===== src/rtl/rv_pkg.sv =====
// Shared RISC-V core constants and types: register-file geometry, the
// writeback entry carried through the long-latency FIFO, and the writeback
// arbiter's starvation-guard states.
package rv_pkg;

    localparam int XLEN       = 32;
    localparam int REG_ADDR_W = 5;

    typedef struct packed {
        logic [REG_ADDR_W-1:0] rd;
        logic [XLEN-1:0]       data;
    } wb_entry_t;

    typedef enum logic {
        WB_NORMAL = 1'b0,
        WB_FORCE  = 1'b1
    } wb_arb_state_e;

endpackage


===== src/rtl/wb_fifo.sv =====
// Small circular FIFO of writeback entries for long-latency results.
// DEPTH must be a power of two so the pointers wrap naturally.
// The caller never pushes when full nor pops when empty.
module wb_fifo
    import rv_pkg::*;
#(
    parameter int DEPTH = 4
) (
    input  logic                   clk,
    input  logic                   rst_n,
    input  logic                   push,
    input  wb_entry_t              push_entry,
    input  logic                   pop,
    output wb_entry_t              head,
    output logic                   full,
    output logic                   empty,
    output logic [$clog2(DEPTH):0] count
);

    localparam int PTR_W = $clog2(DEPTH);
    localparam int CNT_W = PTR_W + 1;

    wb_entry_t          mem_q [DEPTH];
    logic [PTR_W-1:0]   wr_ptr_q, wr_ptr_d;
    logic [PTR_W-1:0]   rd_ptr_q, rd_ptr_d;
    logic [CNT_W-1:0]   count_q,  count_d;

    // Next pointer and occupancy values from this cycle's push/pop.
    always_comb begin
        wr_ptr_d = wr_ptr_q;
        rd_ptr_d = rd_ptr_q;
        count_d  = count_q;
        if (push) wr_ptr_d = wr_ptr_q + PTR_W'(1);
        if (pop)  rd_ptr_d = rd_ptr_q + PTR_W'(1);
        case ({push, pop})
            2'b10:   count_d = count_q + CNT_W'(1);
            2'b01:   count_d = count_q - CNT_W'(1);
            default: count_d = count_q;
        endcase
    end

    // Control state registers; cleared by reset.
    always_ff @(posedge clk or negedge rst_n) begin
        if (!rst_n) begin
            wr_ptr_q <= '0;
            rd_ptr_q <= '0;
            count_q  <= '0;
        end else begin
            wr_ptr_q <= wr_ptr_d;
            rd_ptr_q <= rd_ptr_d;
            count_q  <= count_d;
        end
    end

    // Entry storage; contents are only meaningful below count, so no reset.
    always_ff @(posedge clk) begin
        if (push) mem_q[wr_ptr_q] <= push_entry;
    end

    assign head  = mem_q[rd_ptr_q];
    assign count = count_q;
    assign full  = (count_q == CNT_W'(DEPTH));
    assign empty = (count_q == '0);

endmodule


===== src/rtl/writeback_arbiter.sv =====
// Writeback-stage arbiter for the single register-file write port.
// Pipeline results win the port with zero latency; long-latency results are
// queued in wb_fifo and drained into free slots. A starvation guard stalls the
// pipeline for one slot after MAX_WAIT consecutive blocked drain cycles.
// Optional macro WB_BYPASS_EN: an accepted long-latency result is written in
// the same cycle when the FIFO is empty and the pipeline leaves the slot free.
module writeback_arbiter
    import rv_pkg::*;
#(
    parameter int XLEN     = rv_pkg::XLEN,  // must match the package width
    parameter int DEPTH    = 4,
    parameter int MAX_WAIT = 8,
    parameter int ZERO_REG = 1
) (
    input  logic            clk,
    input  logic            rst_n,
    input  logic            pipe_valid,
    input  logic [4:0]      pipe_rd,
    input  logic [XLEN-1:0] pipe_data,
    output logic            pipe_stall,
    input  logic            ll_valid,
    input  logic [4:0]      ll_rd,
    input  logic [XLEN-1:0] ll_data,
    output logic            ll_ready,
    output logic            wb_we,
    output logic [4:0]      wb_rd,
    output logic [XLEN-1:0] wb_data,
    output logic            ll_pending
);

    localparam int WAIT_W = $clog2(MAX_WAIT + 1);

    wb_arb_state_e         state_q, state_d;
    logic [WAIT_W-1:0]     wait_cnt_q, wait_cnt_d;
    logic                  pipe_stall_q, pipe_stall_d;

    wb_entry_t             fifo_head;
    logic                  fifo_full, fifo_empty;
    logic [$clog2(DEPTH):0] fifo_count;
    logic                  fifo_push, fifo_pop;

    logic                  pipe_zero, pipe_take, ll_accept, ll_discard, ll_bypass, blocked;

    assign pipe_zero  = (ZERO_REG != 0) && (pipe_rd == 5'd0);
    assign pipe_take  = pipe_valid && !pipe_stall_q && !pipe_zero;
    assign ll_ready   = !fifo_full;
    assign ll_accept  = ll_valid && ll_ready;
    assign ll_discard = (ZERO_REG != 0) && (ll_rd == 5'd0);
    assign fifo_pop   = !pipe_take && !fifo_empty;
`ifdef WB_BYPASS_EN
    assign ll_bypass  = fifo_empty && !pipe_take && ll_accept && !ll_discard;
`else
    assign ll_bypass  = 1'b0;
`endif
    assign fifo_push  = ll_accept && !ll_discard && !ll_bypass;
    assign blocked    = !fifo_empty && pipe_take;
    assign ll_pending = (fifo_count != '0);
    assign pipe_stall = pipe_stall_q;

    wb_fifo #(.DEPTH(DEPTH)) u_fifo (
        .clk        (clk),
        .rst_n      (rst_n),
        .push       (fifo_push),
        .push_entry ('{rd: ll_rd, data: ll_data}),
        .pop        (fifo_pop),
        .head       (fifo_head),
        .full       (fifo_full),
        .empty      (fifo_empty),
        .count      (fifo_count)
    );

    // Write-port mux: pipeline first, then FIFO head, then optional bypass.
    always_comb begin
        wb_we   = 1'b0;
        wb_rd   = 5'd0;
        wb_data = '0;
        if (pipe_take) begin
            wb_we   = 1'b1;
            wb_rd   = pipe_rd;
            wb_data = pipe_data;
        end else if (!fifo_empty) begin
            wb_we   = 1'b1;
            wb_rd   = fifo_head.rd;
            wb_data = fifo_head.data;
        end else if (ll_bypass) begin
            wb_we   = 1'b1;
            wb_rd   = ll_rd;
            wb_data = ll_data;
        end
        if (!rst_n) begin
            wb_we   = 1'b0;
            wb_rd   = 5'd0;
            wb_data = '0;
        end
    end

    // Starvation guard: count blocked drain cycles, then steal one slot.
    always_comb begin
        state_d      = state_q;
        wait_cnt_d   = wait_cnt_q;
        pipe_stall_d = 1'b0;
        case (state_q)
            WB_NORMAL: begin
                if (blocked) begin
                    if (wait_cnt_q == WAIT_W'(MAX_WAIT - 1)) begin
                        state_d      = WB_FORCE;
                        wait_cnt_d   = '0;
                        pipe_stall_d = 1'b1;
                    end else begin
                        wait_cnt_d = wait_cnt_q + WAIT_W'(1);
                    end
                end else begin
                    wait_cnt_d = '0;
                end
            end
            WB_FORCE: begin
                state_d      = WB_NORMAL;
                wait_cnt_d   = '0;
                pipe_stall_d = 1'b0;
            end
            default: begin
                state_d      = WB_NORMAL;
                wait_cnt_d   = '0;
                pipe_stall_d = 1'b0;
            end
        endcase
    end

    // Starvation-guard state registers.
    always_ff @(posedge clk or negedge rst_n) begin
        if (!rst_n) begin
            state_q      <= WB_NORMAL;
            wait_cnt_q   <= '0;
            pipe_stall_q <= 1'b0;
        end else begin
            state_q      <= state_d;
            wait_cnt_q   <= wait_cnt_d;
            pipe_stall_q <= pipe_stall_d;
        end
    end

endmodule


===== config.mk =====
export PLATFORM = sky130hd
export DESIGN_NAME = writeback_arbiter
export DESIGN_NICKNAME = d
export VERILOG_FILES = /design/src/rtl/rv_pkg.sv /design/src/rtl/wb_fifo.sv /design/src/rtl/writeback_arbiter.sv
export SDC_FILE = /design/constraint.sdc
export NUM_CORES = 1
export LEC_CHECK = 0
export CAP_MARGIN = 20
export CORE_AREA = 2 2 116 118
export DETAILED_ROUTE_END_ITERATION = 8
export DIE_AREA = 0 0 118 120
export PLACE_DENSITY = 0.83
export SLEW_MARGIN = 20
export SYNTH_ARGS = -nofsm -noshare
export SYNTH_HDL_FRONTEND = slang
export SYNTH_HIERARCHICAL = 1
export SYNTH_SLANG_ARGS = --single-unit

===== constraint.sdc =====
create_clock -name clk -period 5.26 [get_ports clk]
set_input_delay 1.052 -clock clk [delete_from_list [all_inputs] [get_ports clk]]
set_output_delay 1.052 -clock clk [all_outputs]
set_load 0.005 [all_outputs]

==> results.yml <==
outcome:
  outcome: "finished, final reports clean"
final_layout:
  top_library_cells_by_usage_in_the_layout_fill_and_taps_aside: "edfxtp_1 (148), clkdlybuf4s50_1 (116), nand4_1 (67)"
  drive_gt1_share_pct: 15.7
  antenna_cells: 0
  area_growth_syn_to_layout_pct: 25.7
  post-route-util_pct: 69.3
  total_number_of_nets_in_the_final_design: 633
  leading_cell_type_in_the_layout_fill_and_taps_excluded: "edfxtp_1"
  final_area_um2: 8990
  filler_cell_count: 864
worst_setup_path:
  critical_path.slowest_cell: "nand2b_1"
  critPathMostFrequentCell: "clkdlybuf4s50_1"
  crit_path_start_kind: "input port"
  path_delay_family: "buffers and inverters"
  worst-r2r-setup-slack_ps: 2160
  crit_path_max_incr_delay_ps: 660
  crit_path_cell_trace: "clkdlybuf4s50_1 > nand2b_1 > buf_4 > nand4_1 > nand3_1 > clkdlybuf4s50_1"
  arrival_ps: 3350
  crit_path_max_fanout: 20
  end_kind: "primary output"
  cp.buffers_inverters: 3
  cp.required_ps: 4210
  crit_type: "input port to primary output"
floorplan:
  row_count: 42
  die-area_um2: 14200
  die_boundary_height_um: 120
  die_w_um: 118
  io_pins: 119
  initial_utilization_pct: 55.1
  core-area_um2: 13000
yosys:
  synthFlopType: "edfxtp_1"
  synth_enable_flop_cells: 148
  synthesis.yosys.warnings: 6
  synth.avg_cell_area_um2: 16.0
  postSynthRegisterBits: 160
  synth_seq_area_share_pct: 66.3
  synth.net_count: 533
  synthesis.area_um2: 7160
  ys_types: 35
  post_synth_inst_count: 448
  synth-async-reset-ratio_pct: 7.50
clocking:
  numCtsBuffers: 17
  buffers_from_clock_root_to_sink_at_most: 2
  path_clk_slew_ps: 60
  tritoncts_clock_tree: "built"
  cts_setup_buffers: 0
  postCtsHoldBufs: 0
  gates_resized_cts_repair: 0
  clk-insertion-delay-late_ps: 420
  clock-sinks: 160
  clock_tree.htree_level_count: 4
  clk_tree_root_cell: "clkbuf_16"
sta:
  hold_viol_final: 0
  finalWorstPathRequiredPeriod_ps: 4410
  final-setup-viol-count: 0
  timing.clock.skew_ps: 8.90
  max_freq_ghz: 0.227
  slew_violations: 0
  rsz0062_at_grt: "no"
  fin_setup_tns_ps: 0
  slew-limit-headroom_pct: 28.9
  final_min_period_over_clock_period_pct: 83.7
  timing_worst_slew_pin_value_ps: 1070
routing:
  final_antenna_net_count: 0
  total_via_count_after_detailed_routing: 4717
  drtPass1Iterations: 6
  number_of_violations_reported_at_the_end_of_detailed_routing_iteration_0: 375
  number_of_remaining_drc_errors: 0
  detail_route.wirelength_mm: 16.7
  detail_route.vias_per_cell: 6.40
  routed_length_per_placed_instance_um: 22.6
place:
  placement.cell_area_um2: 8410
  gpl.final_weighted_congestion: 0.801
  place.port_buffers: 118
  post_detailed_placement_half_perimeter_wirelength_mm: 9.67
global_route:
  grt_antenna_before_repair: 0
  grt_first_pass_wirelength_mm: 26.1
  grt_max_degree: 79
  vias_in_the_first_global_route: 4754
  grt_usage_pct: 24.6
  gr-total-overflow: 0
power:
  power_density_nw_per_um2: 475
  ir_drop_v: 0.000226
  power_leakage_nw: 2.98
worst_hold_path:
  worst_hold_path_type: "flop to flop"
job:
  drv_cap: 0
## state kept, by name, indices dropped and copies added, names as in the netlist
name and count:
u_fifo/mem_q 148, wait_cnt_q 4, u_fifo/rd_ptr_q 2, pipe_stall 1, u_fifo/count 3, u_fifo/wr_ptr_q 2
## cells by family (layout without fill, tap and decap cells)
family | count (synthesis) | in the layout | synth area share (%)
fa+ha+maj | 7 | 7 | 1.33
mux | 38 | 38 | 11.8
simple gates | 138 | 138 | 11.0
compound gates | 44 | 44 | 5.09
buf+inv | 54 | 167 | 3.62
flops | 160 | 160 | 66.3
xor+xnor | 7 | 7 | 0.857
## where the power goes
| group | switching (mW) | total [mW] | leakage (nW) | internal (mW) |
|---|---|---|---|---|
| clock | 0.471 | 1.20 | 0.282 | 0.733 |
| combinational | 0.645 | 1.25 | 1.19 | 0.601 |
| sequential | 0.143 | 1.82 | 1.50 | 1.68 |
| total | 1.26 | 4.27 | 2.98 | 3.01 |
## path summary, 6_finish.rpt
path | start | endpoint | cells after the start
max in group asynchronous | rst_n | u_fifo/rd_ptr_q[0]$_DFFE_PN0P_ | 2
worst max-delay path | pipe_valid | wb_data[8] | 6
worst min-delay path | wait_cnt_q[0]$_DFF_PN0_ | wait_cnt_q[0]$_DFF_PN0_ | 1
worst min register to register | wait_cnt_q[0]$_DFF_PN0_ | wait_cnt_q[0]$_DFF_PN0_ | 1
worst max register to register | u_fifo/count[0]$_DFFE_PN0P_ | u_fifo/count[1]$_DFFE_PN0P_ | 7
min in group asynchronous | rst_n | u_fifo/count[0]$_DFFE_PN0P_ | 2
## metrics by stage
stage / setup slack (ps) / instances / hold slack [ps] / total power [mW]
6_report: 855 / 737 / 479 / 4.27
5_1_grt: 748 / 737 / 521 / 4.46
4_1_cts: 880 / 737 / 482 / 4.29
3_5_place_dp: 898 / 705 / 474 / 3.07
3_3_place_gp: 964 / 705 / 450 / 3.02
2_1_floorplan: 2090 / 448 / 440 / 2.63
## worst reg2reg max path, stage by stage, from the launching register on
cell and delay (ps):
dfrtp_1 420, nor3_1 420, clkinv_2 850, and2_1 470, ha_1 220, inv_1 80
fa_1 400, o21ai_0 160
## cells in the mapped netlist (all sizes together), types with 3 or more instances
| cell | n | area (µm²) |
|---|---|---|
| o211ai | 3 | 27.5 |
| edfxtp | 148 | 4440 |
| clkbuf | 33 | 124 |
| nand4 | 67 | 419 |
| buf | 11 | 97.6 |
| nor2 | 7 | 26.3 |
| a31oi | 3 | 18.8 |
| xnor2 | 3 | 26.3 |
| dfrtp | 12 | 300 |
| mux4 | 37 | 833 |
| and2 | 5 | 31.3 |
| inv | 10 | 37.5 |
| a21oi | 3 | 15.0 |
| xor2 | 4 | 35.0 |
| o2111ai | 31 | 278 |
| nor3 | 3 | 15.0 |
| nand2 | 9 | 33.8 |
| ha | 6 | 75.1 |
| nand3 | 38 | 190 |
| o21ai | 3 | 15.0 |
## per-layer routing
layer	global-route usage [%]	up-vias	routed length [µm]
met5	0	-	0
met4	7.30	0	207
met3	7.70	23	1400
met2	41.5	250	8580
met1	30.7	2367	6490
li1	-	2077	-
## final cells by class
type                       instances  area, µm²  area share, %
multi-input combinational        234       2170           24.1
clock buffer                      22        474           5.27
sequential                       160       4750           52.8
tap                              176        220           2.45
inverter                          10       38.8          0.431
clock inverter                    10        111           1.24
timing repair buffer             125       1240           13.7
(Power assumes the default switching activity.)
